--- config.mk ---
export PLATFORM = sky130hd
export DESIGN_NAME = ddc_core_mc
export DESIGN_NICKNAME = d
export VERILOG_FILES = /design/src/rtl/ddc_core_mc.sv
export SDC_FILE = /design/constraint.sdc
export NUM_CORES = 2
export LEC_CHECK = 0
export ABC_AREA = 0
export BUFFER_PORTS_ARGS = -buffer_cell sky130_fd_sc_hd__buf_2
export CAP_MARGIN = 15
export CORE_UTILIZATION = 30
export DETAILED_ROUTE_END_ITERATION = 7
export PLACE_DENSITY_LB_ADDON = 0.05
export SLEW_MARGIN = 20
export SYNTH_ARGS = -nofsm -noshare
export SYNTH_HDL_FRONTEND = slang
export SYNTH_SLANG_ARGS = --single-unit
--- constraint.sdc ---
create_clock -name clk -period 29.8 [get_ports clk]
set_input_delay 1.49 -clock clk [delete_from_list [all_inputs] [get_ports clk]]
set_output_delay 1.49 -clock clk [all_outputs]
set_load 0.01 [all_outputs]
--- src/rtl/ddc_core_mc.sv ---
// ddc_core_mc: time-multiplexed multi-channel digital down-converter core.
// Each sample is mixed with its DDS cos/sin pair in a 3-stage pipeline.
// The mixed sample is then accumulated per channel over dec_len samples.
// Each dump is scaled, saturated and placed in a one-entry output register.
// Build option: define DDC_MC_ROUND_EN to round half up at the dump.
// Without it, the dump truncates.
module ddc_core_mc #(
    parameter int N_CH   = 4,
    parameter int DATA_W = 14,
    parameter int DDS_W  = 14,
    parameter int OUT_W  = 32,
    parameter int SHIFT  = 8,
    localparam int CW    = (N_CH > 1) ? $clog2(N_CH) : 1
) (
    input  logic                  clk,
    input  logic                  rst,
    input  logic [2*DATA_W-1:0]   data_in,
    input  logic [2*DDS_W-1:0]    dds_in,
    input  logic [CW-1:0]         ch_in,
    input  logic                  valid_in,
    input  logic [15:0]           dec_len,
    input  logic                  resync,
    input  logic                  ready_in,
    output logic                  valid_out,
    output logic [2*OUT_W-1:0]    ddc_out,
    output logic [CW-1:0]         ch_out,
    output logic                  overrun
);

    localparam int PW    = DATA_W + DDS_W;
    localparam int P     = PW + 1;
    localparam int ACC_W = P + 16;
    // Working width for scaling: wide enough for the rounding bias and saturation compare.
    localparam int WW    = (ACC_W + 1 > OUT_W + 1) ? ACC_W + 1 : OUT_W + 1;
    localparam logic signed [WW-1:0] OUT_MAX = {{(WW-OUT_W+1){1'b0}}, {(OUT_W-1){1'b1}}};
    localparam logic signed [WW-1:0] OUT_MIN = {{(WW-OUT_W+1){1'b1}}, {(OUT_W-1){1'b0}}};
`ifdef DDC_MC_ROUND_EN
    localparam int RND_SH = (SHIFT > 0) ? SHIFT - 1 : 0;
    localparam logic signed [WW-1:0] RND_BIAS =
        (SHIFT > 0) ? ({{(WW-1){1'b0}}, 1'b1} << RND_SH) : {WW{1'b0}};
`endif

    // Scale an accumulator to the output width: optional bias, arithmetic shift, saturate.
    function automatic logic [OUT_W-1:0] scale_sat(input logic signed [ACC_W-1:0] acc);
        logic signed [WW-1:0] wide;
        logic [OUT_W-1:0]     res;
        wide = WW'(acc);
`ifdef DDC_MC_ROUND_EN
        wide = wide + RND_BIAS;
`endif
        wide = wide >>> SHIFT;
        if (wide > OUT_MAX) begin
            res = OUT_MAX[OUT_W-1:0];
        end else if (wide < OUT_MIN) begin
            res = OUT_MIN[OUT_W-1:0];
        end else begin
            res = wide[OUT_W-1:0];
        end
        return res;
    endfunction

    logic signed [DATA_W-1:0] di_s1_r, dq_s1_r;
    logic signed [DDS_W-1:0]  cos_s1_r, sin_s1_r;
    logic [CW-1:0]            ch_s1_r, ch_s2_r, ch_s3_r;
    logic                     vld_s1_r, vld_s2_r, vld_s3_r;
    logic signed [PW-1:0]     p_ic_r, p_qs_r, p_qc_r, p_is_r;
    logic signed [P-1:0]      mix_i_r, mix_q_r;

    logic signed [ACC_W-1:0]  acc_i_r [N_CH];
    logic signed [ACC_W-1:0]  acc_q_r [N_CH];
    logic [15:0]              cnt_r   [N_CH];
    logic [15:0]              len_r   [N_CH];

    logic [CW-1:0]            ch_sel_s;
    logic [15:0]              len_eff_s, len_use_s, cnt_nxt_s;
    logic                     first_s, dump_s;
    logic signed [ACC_W-1:0]  acc_i_nxt_s, acc_q_nxt_s;
    logic [OUT_W-1:0]         out_i_s, out_q_s;

    // Mixer stage 1: register the qualified input sample; resync kills it.
    always_ff @(posedge clk or posedge rst) begin
        if (rst) begin
            vld_s1_r <= 1'b0;
            di_s1_r  <= {DATA_W{1'b0}};
            dq_s1_r  <= {DATA_W{1'b0}};
            cos_s1_r <= {DDS_W{1'b0}};
            sin_s1_r <= {DDS_W{1'b0}};
            ch_s1_r  <= {CW{1'b0}};
        end else begin
            vld_s1_r <= valid_in && !resync;
            if (valid_in) begin
                di_s1_r  <= data_in[DATA_W-1:0];
                dq_s1_r  <= data_in[2*DATA_W-1:DATA_W];
                cos_s1_r <= dds_in[DDS_W-1:0];
                sin_s1_r <= dds_in[2*DDS_W-1:DDS_W];
                ch_s1_r  <= ch_in;
            end
        end
    end

    // Mixer stage 2: the four full-precision cross products.
    always_ff @(posedge clk or posedge rst) begin
        if (rst) begin
            vld_s2_r <= 1'b0;
            ch_s2_r  <= {CW{1'b0}};
            p_ic_r   <= {PW{1'b0}};
            p_qs_r   <= {PW{1'b0}};
            p_qc_r   <= {PW{1'b0}};
            p_is_r   <= {PW{1'b0}};
        end else begin
            vld_s2_r <= vld_s1_r && !resync;
            if (vld_s1_r) begin
                ch_s2_r <= ch_s1_r;
                p_ic_r  <= PW'(di_s1_r) * PW'(cos_s1_r);
                p_qs_r  <= PW'(dq_s1_r) * PW'(sin_s1_r);
                p_qc_r  <= PW'(dq_s1_r) * PW'(cos_s1_r);
                p_is_r  <= PW'(di_s1_r) * PW'(sin_s1_r);
            end
        end
    end

    // Mixer stage 3: I = Di*cos + Dq*sin, Q = Dq*cos - Di*sin.
    always_ff @(posedge clk or posedge rst) begin
        if (rst) begin
            vld_s3_r <= 1'b0;
            ch_s3_r  <= {CW{1'b0}};
            mix_i_r  <= {P{1'b0}};
            mix_q_r  <= {P{1'b0}};
        end else begin
            vld_s3_r <= vld_s2_r && !resync;
            if (vld_s2_r) begin
                ch_s3_r <= ch_s2_r;
                mix_i_r <= P'(p_ic_r) + P'(p_qs_r);
                mix_q_r <= P'(p_qc_r) - P'(p_is_r);
            end
        end
    end

    // Frame bookkeeping for the channel of the mixed sample, plus dump detection and scaling.
    always_comb begin
        ch_sel_s  = (N_CH == 1) ? {CW{1'b0}} : ch_s3_r;
        len_eff_s = (dec_len == 16'd0) ? 16'd1 : dec_len;
        first_s   = (cnt_r[ch_sel_s] == 16'd0);
        cnt_nxt_s = cnt_r[ch_sel_s] + 16'd1;
        if (first_s) begin
            len_use_s   = len_eff_s;
            acc_i_nxt_s = ACC_W'(mix_i_r);
            acc_q_nxt_s = ACC_W'(mix_q_r);
        end else begin
            len_use_s   = len_r[ch_sel_s];
            acc_i_nxt_s = acc_i_r[ch_sel_s] + ACC_W'(mix_i_r);
            acc_q_nxt_s = acc_q_r[ch_sel_s] + ACC_W'(mix_q_r);
        end
        dump_s  = vld_s3_r && !resync && (cnt_nxt_s == len_use_s);
        out_i_s = scale_sat(acc_i_nxt_s);
        out_q_s = scale_sat(acc_q_nxt_s);
    end

    // Per-channel accumulators, sample counters and latched frame length.
    always_ff @(posedge clk or posedge rst) begin
        if (rst) begin
            for (int k = 0; k < N_CH; k++) begin
                acc_i_r[k] <= {ACC_W{1'b0}};
                acc_q_r[k] <= {ACC_W{1'b0}};
                cnt_r[k]   <= 16'd0;
                len_r[k]   <= 16'd0;
            end
        end else if (resync) begin
            for (int k = 0; k < N_CH; k++) begin
                acc_i_r[k] <= {ACC_W{1'b0}};
                acc_q_r[k] <= {ACC_W{1'b0}};
                cnt_r[k]   <= 16'd0;
            end
        end else if (vld_s3_r) begin
            acc_i_r[ch_sel_s] <= acc_i_nxt_s;
            acc_q_r[ch_sel_s] <= acc_q_nxt_s;
            len_r[ch_sel_s]   <= len_use_s;
            cnt_r[ch_sel_s]   <= dump_s ? 16'd0 : cnt_nxt_s;
        end
    end

    // One-entry output holding register with a sticky overrun flag for dropped dumps.
    always_ff @(posedge clk or posedge rst) begin
        if (rst) begin
            valid_out <= 1'b0;
            ddc_out   <= {(2*OUT_W){1'b0}};
            ch_out    <= {CW{1'b0}};
            overrun   <= 1'b0;
        end else if (dump_s) begin
            if (!valid_out || ready_in) begin
                valid_out <= 1'b1;
                ddc_out   <= {out_q_s, out_i_s};
                ch_out    <= ch_sel_s;
            end else begin
                overrun   <= 1'b1;
            end
        end else if (ready_in) begin
            valid_out <= 1'b0;
        end
    end

endmodule

==> results.md <==
* Crit path cell chain: buf_4, nand2_1, fa_1, fa_1, inv_1, fa_1, fa_1, fa_1, inv_1, fa_1, inv_1, ha_1, a21o_1, a21o_1, a21oi_1, nor3b_1, inv_1, a211oi_1, o31ai_1, a21oi_1, o21ai_0, a31oi_1, xnor2_1, mux2_2
* Peak fanout along the critical path at 16
* DRC at 0
* Net Count, Synth at 8,512
* Synth Warn # at 0
* Critical path class: register to register
* Rel. slew slack at 24.8%
* Vias per inst at 4.83
* Tmin final at 7920 ps
* Clk buf depth at 3
* Max Freq at 126 MHz
* Worst setup EP type: register
* Initial antenna violation count at 7
* Worst setup startpoint: sin_s1_r[7]
* Via Count at around 50,000
* Synth Flop Type: dfrtp_1
* RSZ-0062 raised after global routing: false
* Vias in the first global route at 54,200
* FF/Latch Area at 0.0198 mm2
* Layout cells sized above 1 at 10.6%
* Largest net degree at the start of global routing at between 80 and 90
* Clk sink count at 791
* Worst R2R End: p_qs_r[26]
* Clk_lat worst skew at between 700 and 800 ps
* Final WL at 224,000 um
* Crit path to: p_qs_r[26]
* # fillers at ~24,000
* CTS clk-pin slew, worst paths at 70 ps
* Cts repair resizes at 0
* Final worst setup slack at 21,880 ps
* CTS tree: done
* Critical Path RT at 30,430 ps
* Final Cycle Share at 26.6%
* Syn-to-layout area delta at 10.8%
* Reg2reg start: sin_s1_r[7]
* Detailed Place HPWL at 164,000 um
* DR WL/cell at 21.5 um
* Nets at 8,479
* Placer Congestion at 0.833
* Hold-fix buffers, CTS at 0
* DR pass1 iterations at 5
* Crit-path max cell delay at 820 ps
* Die W at about 490 um
* Final setup fails at 0
* Clock skew at 42.0 ps
* Die area at about 0.24 mm2
* Postcts setup bufs at 0
* Core area at 0.233 mm2
* H-tree depth at 3
* CTS Root Cell: clkbuf_16
* CP Data Arrival Time at 8550 ps
* Cell area after layout at a little under 0.08 mm2
* I/O Buffers at around 150
* Worst Max-Slew Pin Slew at 1130 ps
* Most used cell, CP: fa_1
* Mean Syn Cell Area at slightly below 10 um2
* Setup TNS Final at 0 ps
* Hold Crit Class: register to register
* Chip height at around 490 um
* EDFF count, synth at 0
* Mapped Cells at 7,235
* Initial core utilization at a little under a third
* Worst setup SP type: register
* Grt total ovfl at 0
* Ports at approximately 150
* Ys async rst share at 100%
* Status: finished, final reports clean
* Routed Antenna Nets at 0
* Endpoints failing hold at 0
* Row count at 177
* Synth cell types at a little over 80
* #FFs+latches synth at 791
* Slew Limit Fails at 0
* Utilization after layout at around a third
* Cell Area, Synth at 0.0703 mm2
* First-pass GRT wire length at 348,000 um
* Area after DPL at 0.0744 mm2
* CP max stage cell: dfrtp_1
* FF-to-FF setup slack at between 20,000 and 25,000 ps
* Dpl ws at 21,940 ps
* 1st-iter DRT viols at roughly 2,500
* Reg2Reg Depth at 24
* Total GRT Usage at between 10% and 20%
* Maxcap violations at 0
* Seq/Total Area, Yosys at 28.1%
* Footprint of the multi-input gates at 0.0453 mm2
* Cts bufs inserted at about 100
worst min-delay path by stage:
stage / from / endpoint / slack [ps] / cells after the start
2_1_floorplan: p_is_r[22] / p_is_r[22] / 440 / 2
3_3_place_gp: ch_out[0] / ch_out[0] / 450 / 2
3_5_place_dp: ch_out[0] / ch_out[0] / 450 / 2
4_1_cts: ch_out[0] / ch_out[0] / 470 / 2
5_1_grt: ch_out[0] / ch_out[0] / 480 / 2
6_report: ch_out[0] / ch_out[0] / 460 / 2
final cells by class:
cell class | instances | share of cell area (%)
Antenna cell | 6 | 0.0193
Sequential cell | 791 | 25.4
Inverter | 1017 | 4.91
Clock inverter | 43 | 0.700
Multi-Input combinational cell | 5032 | 58.1
Timing Repair Buffer | 257 | 2.03
Tap cell | 3132 | 5.03
Clock buffer | 144 | 3.73
synthesized netlist by cell type (99+ instances only):
cell type,number,area share (%)
and2_1,432,3.8
xnor2_1,200,2.5
o21ai_0,583,4.1
ha_1,414,7.4
mux4_2,122,3.9
clkbuf_1,351,1.9
a21o_1,99,1.1
nor2_1,222,1.2
nand2_1,927,4.9
inv_1,1017,5.4
a21oi_1,310,2.2
fa_1,784,22
mux2_2,162,2.6
dfrtp_1,791,28
metal layers:
layer | GRT usage (%) | wire (um)
met1 | 26.2 | 104000
met2 | 33.3 | 110000
met3 | 1.84 | 5860
met4 | 3.70 | 3990
met5 | 0 | 20
placed cells by master, fill, tap and decap left out, types with 19 or more instances in the layout:
cell | Yosys | routed
buf_4 | 3 | 110
nor2_1 | 222 | 222
or2_2 | 27 | 27
a211oi_1 | 31 | 31
o21bai_1 | 34 | 34
a22o_1 | 78 | 78
nand4_1 | 31 | 31
inv_1 | 1017 | 1016
nor2b_1 | 26 | 25
a21o_1 | 99 | 99
o21ai_1 | 35 | 36
and3_1 | 21 | 21
a21oi_1 | 310 | 306
mux2i_1 | 26 | 26
o21ai_0 | 583 | 581
mux4_2 | 122 | 122
buf_2 | 15 | 145
mux2_2 | 162 | 162
clkbuf_16 | 0 | 103
o21a_1 | 23 | 23
clkbuf_1 | 351 | 24
nand3_1 | 61 | 60
xnor2_1 | 200 | 200
nor3_1 | 40 | 40
dfrtp_1 | 791 | 786
xor2_1 | 79 | 79
nand2b_1 | 47 | 47
and2_1 | 432 | 432
ha_1 | 414 | 414
or3_1 | 19 | 19
nand2_1 | 927 | 923
o31ai_1 | 19 | 19
a31oi_1 | 23 | 22
fa_1 | 784 | 784
stage by stage:
stage	std cells	hold slack, ps
after global routing	10400	483
after global placement	10200	453
after CTS	10400	467
final	10400	459
after floorplan	7235	443
after detailed placement	10200	454
flip-flops by register name (all words and copies together) (netlist names):
register and count:
ch_s1_r 2, acc_q_r 180, ddc_out 64, mix_i_r 29, di_s1_r 14, p_is_r 28
ch_s3_r 2, p_ic_r 28, sin_s1_r 14, vld_s3_r 1, valid_out 1, p_qs_r 28
vld_s1_r 1, mix_q_r 29, dq_s1_r 14, vld_s2_r 1, p_qc_r 28, acc_i_r 180
len_r 64, cnt_r 64, overrun 1, cos_s1_r 14, ch_s2_r 2, ch_out 2
worst max-delay path, delay by kind of cell, from the launching register on:
kind	cells	cell delay (ps)
flip-flops	1	820
adder cells (fa/ha/maj)	7	3360
buffers and inverters	5	620
XOR/XNOR	1	110
multiplexers	1	270
AND/OR/NAND/NOR	2	650
AO/OA/AOI/OAI	8	1940
cells by family (layout without fill, tap and decap cells):
kind of cell | Yosys count | count (layout) | share of synthesized area, %
fa+ha+maj | 1198 | 1198 | 29.7
mux | 311 | 311 | 6.90
simple gates | 1904 | 1904 | 12.9
buf+inv | 1412 | 1461 | 7.60
xor+xnor | 279 | 279 | 3.48
flops | 791 | 791 | 28.1
other cells | 0 | 6 | 0
compound gates | 1340 | 1340 | 11.3
Power is not shown: default switching activity piles up to over one toggle a cycle in this logic, so the estimate is an artifact.
